--- src/rtl/uart_pkg.sv ---
// ---------------------------------------------------------------------------
// uart_pkg
// Shared UART definitions: frame data width and the receive state encoding.
// The transmit side is expected to import this package as well.
// ---------------------------------------------------------------------------
package uart_pkg;

    localparam int DATA_BITS = 8;

    typedef enum logic [2:0] {
        IDLE  = 3'd0,
        START = 3'd1,
        DATA  = 3'd2,
        STOP  = 3'd3,
        BREAK = 3'd4
    } rx_state_t;

endpackage : uart_pkg

--- src/rtl/sync2.sv ---
// ---------------------------------------------------------------------------
// sync2
// Two-flop synchroniser for a single asynchronous input bit.
// Ports:
//   clk_in    - destination clock
//   rst_n_in  - asynchronous active-low reset; both flops load RST_VAL
//   d         - asynchronous input
//   q         - synchronised output (two clk_in cycles of latency)
// ---------------------------------------------------------------------------
module sync2 #(
    parameter logic RST_VAL = 1'b1
) (
    input  logic clk_in,
    input  logic rst_n_in,
    input  logic d,
    output logic q
);

    logic meta_r;
    logic sync_r;

    // Two-stage capture of the asynchronous input.
    always_ff @(posedge clk_in or negedge rst_n_in) begin
        if (!rst_n_in) begin
            meta_r <= RST_VAL;
            sync_r <= RST_VAL;
        end else begin
            meta_r <= d;
            sync_r <= meta_r;
        end
    end

    assign q = sync_r;

endmodule : sync2

--- src/rtl/uart_rx.sv ---
// ---------------------------------------------------------------------------
// uart_rx
// 8N1 asynchronous serial receiver. Finds the start bit, times its own
// mid-bit sampling points from that edge and delivers each byte with a
// one-cycle strobe.
// Ports:
//   clk_in        - system clock, rising edge
//   rst_n_in      - asynchronous active-low reset
//   rx_in         - serial line (asynchronous, idles high)
//   data_out      - last good byte, held until the next good byte
//   valid_out     - one-cycle pulse when data_out updates
//   frame_err_out - one-cycle pulse when the stop bit samples low
//   busy_out      - high whenever the receiver is not idle
// ---------------------------------------------------------------------------
module uart_rx
    import uart_pkg::*;
#(
    parameter int CLKS_PER_BIT = 104
) (
    input  logic                 clk_in,
    input  logic                 rst_n_in,
    input  logic                 rx_in,
    output logic [DATA_BITS-1:0] data_out,
    output logic                 valid_out,
    output logic                 frame_err_out,
    output logic                 busy_out
);

    localparam int CW    = $clog2(CLKS_PER_BIT);
    localparam int IW    = $clog2(DATA_BITS);
    localparam int HALF  = CLKS_PER_BIT / 2;

    localparam logic [CW-1:0] FULL_RELOAD = CW'(CLKS_PER_BIT - 1);
    localparam logic [CW-1:0] HALF_RELOAD = CW'(HALF - 1);
    localparam logic [CW-1:0] CNT_ZERO    = {CW{1'b0}};
    localparam logic [CW-1:0] CNT_ONE     = CW'(1);
    localparam logic [IW-1:0] IDX_LAST    = IW'(DATA_BITS - 1);
    localparam logic [IW-1:0] IDX_ONE     = IW'(1);

    // Below four cycles per bit the half-bit reload collapses to zero.
    if (CLKS_PER_BIT < 4) begin : g_cpb_check
        $error("uart_rx: CLKS_PER_BIT must be >= 4");
    end

    logic                 rxs_s;
    rx_state_t            state_r,  state_nxt_s;
    logic [CW-1:0]        cnt_r,    cnt_nxt_s;
    logic [IW-1:0]        idx_r,    idx_nxt_s;
    logic [DATA_BITS-1:0] sh_r,     sh_nxt_s;
    logic [DATA_BITS-1:0] data_r,   data_nxt_s;
    logic                 valid_r,  valid_nxt_s;
    logic                 ferr_r,   ferr_nxt_s;
    logic                 busy_r;

    sync2 #(.RST_VAL(1'b1)) u_sync (
        .clk_in   (clk_in),
        .rst_n_in (rst_n_in),
        .d        (rx_in),
        .q        (rxs_s)
    );

    // Next-state, counter, shift register and strobe logic.
    always_comb begin
        state_nxt_s = state_r;
        cnt_nxt_s   = cnt_r;
        idx_nxt_s   = idx_r;
        sh_nxt_s    = sh_r;
        data_nxt_s  = data_r;
        valid_nxt_s = 1'b0;
        ferr_nxt_s  = 1'b0;
        case (state_r)
            IDLE: begin
                if (!rxs_s) begin
                    state_nxt_s = START;
                    cnt_nxt_s   = HALF_RELOAD;
                end else begin
                    state_nxt_s = IDLE;
                end
            end
            START: begin
                // Re-check the line at the start-bit midpoint to reject glitches.
                if (cnt_r == CNT_ZERO) begin
                    if (!rxs_s) begin
                        state_nxt_s = DATA;
                        cnt_nxt_s   = FULL_RELOAD;
                        idx_nxt_s   = {IW{1'b0}};
                    end else begin
                        state_nxt_s = IDLE;
                    end
                end else begin
                    cnt_nxt_s = cnt_r - CNT_ONE;
                end
            end
            DATA: begin
                if (cnt_r == CNT_ZERO) begin
                    // LSB arrives first, so shift in from the MSB end.
                    sh_nxt_s  = {rxs_s, sh_r[DATA_BITS-1:1]};
                    cnt_nxt_s = FULL_RELOAD;
                    if (idx_r == IDX_LAST) begin
                        state_nxt_s = STOP;
                    end else begin
                        idx_nxt_s = idx_r + IDX_ONE;
                    end
                end else begin
                    cnt_nxt_s = cnt_r - CNT_ONE;
                end
            end
            STOP: begin
                if (cnt_r == CNT_ZERO) begin
                    if (rxs_s) begin
                        data_nxt_s  = sh_r;
                        valid_nxt_s = 1'b1;
                        state_nxt_s = IDLE;
                    end else begin
                        ferr_nxt_s  = 1'b1;
                        state_nxt_s = BREAK;
                    end
                end else begin
                    cnt_nxt_s = cnt_r - CNT_ONE;
                end
            end
            BREAK: begin
                // A held-low line must not look like a stream of start bits.
                if (rxs_s) begin
                    state_nxt_s = IDLE;
                end else begin
                    state_nxt_s = BREAK;
                end
            end
            default: begin
                state_nxt_s = IDLE;
            end
        endcase
    end

    // State and datapath registers; busy follows the next state so it
    // drops in the same cycle as the strobe.
    always_ff @(posedge clk_in or negedge rst_n_in) begin
        if (!rst_n_in) begin
            state_r <= IDLE;
            cnt_r   <= CNT_ZERO;
            idx_r   <= {IW{1'b0}};
            sh_r    <= {DATA_BITS{1'b0}};
            data_r  <= {DATA_BITS{1'b0}};
            valid_r <= 1'b0;
            ferr_r  <= 1'b0;
            busy_r  <= 1'b0;
        end else begin
            state_r <= state_nxt_s;
            cnt_r   <= cnt_nxt_s;
            idx_r   <= idx_nxt_s;
            sh_r    <= sh_nxt_s;
            data_r  <= data_nxt_s;
            valid_r <= valid_nxt_s;
            ferr_r  <= ferr_nxt_s;
            busy_r  <= (state_nxt_s != IDLE);
        end
    end

    assign data_out      = data_r;
    assign valid_out     = valid_r;
    assign frame_err_out = ferr_r;
    assign busy_out      = busy_r;

endmodule : uart_rx
--- config.mk ---
export PLATFORM = sky130hd
export DESIGN_NAME = uart_rx
export DESIGN_NICKNAME = d
export VERILOG_FILES = /design/src/rtl/uart_pkg.sv /design/src/rtl/sync2.sv /design/src/rtl/uart_rx.sv
export SDC_FILE = /design/constraint.sdc
export NUM_CORES = 1
export LEC_CHECK = 0
export CAP_MARGIN = 20
export CORE_MARGIN = 3
export CORE_UTILIZATION = 56
export DETAILED_ROUTE_END_ITERATION = 7
export PLACE_DENSITY = 0.78
export SLEW_MARGIN = 20
export SYNTH_ARGS = -nofsm -noshare
export SYNTH_HDL_FRONTEND = slang
export SYNTH_SLANG_ARGS = --single-unit
export TNS_END_PERCENT = 10
--- constraint.sdc ---
create_clock -name clk_in -period 2.9 [get_ports clk_in]
set_clock_uncertainty 0.15 [all_clocks]
set_input_delay 0.58 -clock clk_in [delete_from_list [all_inputs] [get_ports clk_in]]
set_output_delay 0.58 -clock clk_in [all_outputs]
set_load 0.05 [all_outputs]
==> impl_metrics.yaml <==
status:
  outcome: "complete, no violations"
floorplanning:
  die_area_mm2: 0.003629
  start_util_pct: 59.24
  die_width_um: 60.25
  ioPinCount: 14
  row_count: 19
  die_h_um: 60.25
  core_region_area_mm2: 0.002781
power_and_ir_drop:
  ir_drop_v: 0.0006444
  powerDensity_mw_per_mm2: 447.4
  power_leakage_nw: 0.8786
synth:
  ys_async_sr_fraction_pct: 100.0
  yosysUniqueCellTypes: 47
  synthCells: 136
  synth_area_mm2: 0.001648
  yosysWarnings: 0
  synth_nets: 143
  yosysSeqAreaShare_pct: 51.78
  ys_ff_latch: 34
  synth.avg_cell_area_um2: 12.12
  synthFlopType: "dfrtp_1"
  synth_edf_count: 0
critical_path:
  required_ps: 2980
  cp_cell_sequence: "or4_4 > nor4_4 > mux2_2"
  crit_fanout: 9
  crit_path_top_delay_cell: "or4_4"
  worstPathArrival_ps: 2410
  cp-end-kind: "register"
  cpPeakStageDelay_ps: 630
  critPathKind: "reg -> reg"
  critPathLaunchType: "register"
sta:
  finalCritPeriodShare_pct: 80.43
  timing.fmax_mhz: 428.7
  worst_pin_slew_ps: 625.9
  period_minus_slack_ps: 2332
  finalHoldViolCount: 0
  setup_viol: 0
  rsz0062_at_grt: "no"
  final.setup.worst_slack_ps: 567.5
  setup_tns_ps: 0
  report.final.slew_viol_count: 0
  relSlewSlack_pct: 58.27
layout:
  n_antenna_cell: 0
  nets: 156
  fin_cells: 181
  layout_commonest_cell: "dfrtp_1"
  final_cell_mix: "dfrtp_1, mux2_2, clkdlybuf4s50_1, nor2_1, inv_1"
  final_layout_size_suffix_gt1_share_pct: 24.67
  area_growth_pct: 13.06
  fillers: 219
  postLayoutCoreUtil_pct: 66.98
  final_area_mm2: 0.001863
place:
  gp_congestion: 0.9122
  placedCellCount: 173
  placed_area_mm2: 0.001785
  dp_slack_ps: 556.0
  hpwlAfterDp_um: 2052
  port_buffers: 13
clock_network:
  cts_made_buffers: 5
  cts_root_buffer: "clkbuf_4"
  holdBufCountCts: 0
  clock_latency_ps: 340
  cts_tree: "yes"
  clkSinkCount: 34
  cts_max_level: 2
  path_clk_slew_ps: 110
  post_cts_buffers: 0
  clock_path_buffers: 2
  cts_resized: 0
global_route:
  track_usage_pct: 18.53
  grt_pass1_wl_um: 4947
  grt_overflow_total: 0
  grt_pass1_vias: 1040
  antenna_found_initial: 0
  grt_max_degree: 35
route:
  vias_per_cell: 6.188
  avgRoutedWirePerCell_um: 16.14
  final_antenna_net_count: 0
  drc: 0
  vias: 1120
  finalWirelength_um: 2922
  first_pass_iters: 4
  drt_iter0_markers: 32
worst_hold_path:
  hold_path.class: "reg -> reg"
run:
  cap_violations: 0
-- cell usage after synthesis, types with 2 or more instances --
cell	count	area (um2)
dfrtp_1	32	800.8
mux2_2	17	191.4
nor2_1	8	30.03
clkbuf_1	6	22.52
inv_1	6	22.52
ha_1	4	50.05
nand2_1	4	15.01
a21oi_1	3	15.01
a311oi_1	3	26.28
nand2b_1	3	18.77
nand3_1	3	15.01
a211oi_1	2	15.01
a221oi_1	2	17.52
a22o_1	2	17.52
buf_6	2	22.52
dfstp_2	2	52.55
mux2i_1	2	20.02
nor2b_1	2	12.51
nor3_1	2	10.01
nor4_4	2	42.54
o21ai_0	2	10.01
o22a_1	2	17.52
-- layer usage --
metal  GRT usage (%)  part of all wire [%]  vias to the layer above
met3           7.343                   6.3                        5
li1                -                     -                      529
met5               0                     0                        -
met2           27.01                    46                       39
met4           5.063                   1.1                        0
met1           25.48                    47                      547
-- power breakdown --
group / total (W) / switching, W / internal (W)
Combinational: 0.0000160 / 0.0000112 / 0.00000480
Sequential: 0.000478 / 0.00000193 / 0.000476
Clock: 0.000339 / 0.000161 / 0.000178
Total: 0.000833 / 0.000174 / 0.000660
-- layout make-up --
cell class | count | area, um2 | area share (%)
sequential | 34 | 853.3 | 45.80
multi-input combinational | 86 | 718.2 | 38.55
timing repair buffer | 16 | 152.6 | 8.193
clock inverter | 3 | 40.04 | 2.149
tap | 31 | 38.79 | 2.082
clock buffer | 5 | 37.54 | 2.015
inverter | 6 | 22.52 | 1.209
-- worst max-delay path, delay by kind of cell, from the launching register on --
kind / cells / cell delay (ps)
AND/OR/NAND/NOR: 2 / 1180
multiplexers: 1 / 410
flip-flops: 1 / 480
-- kinds of logic (layout without fill, tap and decap cells) --
logic type / count (synthesis) / count (layout) / share of synthesized area [%]
flip-flops: 34 / 34 / 51.78
buffers and inverters: 16 / 30 / 4.631
multiplexers: 19 / 19 / 12.83
AO/OA/AOI/OAI: 32 / 32 / 15.57
adder cells (fa/ha/maj): 4 / 4 / 3.037
AND/OR/NAND/NOR: 31 / 31 / 12.15
-- sequential cells by signal (all words and copies together) (netlist names) --
signal,cells
u_sync.meta_r,1
state_r,3
cnt_r,7
frame_err_out,1
u_sync.q,1
data_out,8
idx_r,3
sh_r,8
valid_out,1
busy_out,1
-- through the flow --
step / hold slack (ps) / total power, W
floorplan: 134.4 / 0.0004904
global placement: 198.0 / 0.0005039
global route: 221.5 / 0.0008698
detailed placement: 197.5 / 0.0005044
finish: 214.4 / 0.0008334
CTS: 217.0 / 0.0008426
-- final timing paths --
kind	start	endpoint	slack, ps	cells past startpoint
max	cnt_r[2]$_DFFE_PN0P_	sh_r[6]$_DFFE_PN0P_	570	3
min in group asynchronous	rst_n_in	cnt_r[4]$_DFFE_PN0P_	470	2
max in group asynchronous	rst_n_in	u_sync.meta_r$_DFF_PN1_	1790	2
min	u_sync.meta_r$_DFF_PN1_	u_sync.q$_DFF_PN1_	210	0
min reg2reg	u_sync.meta_r$_DFF_PN1_	u_sync.q$_DFF_PN1_	210	0
max reg2reg	cnt_r[2]$_DFFE_PN0P_	sh_r[6]$_DFFE_PN0P_	570	3
No activity file was read; power rests on OpenSTA's default activity.
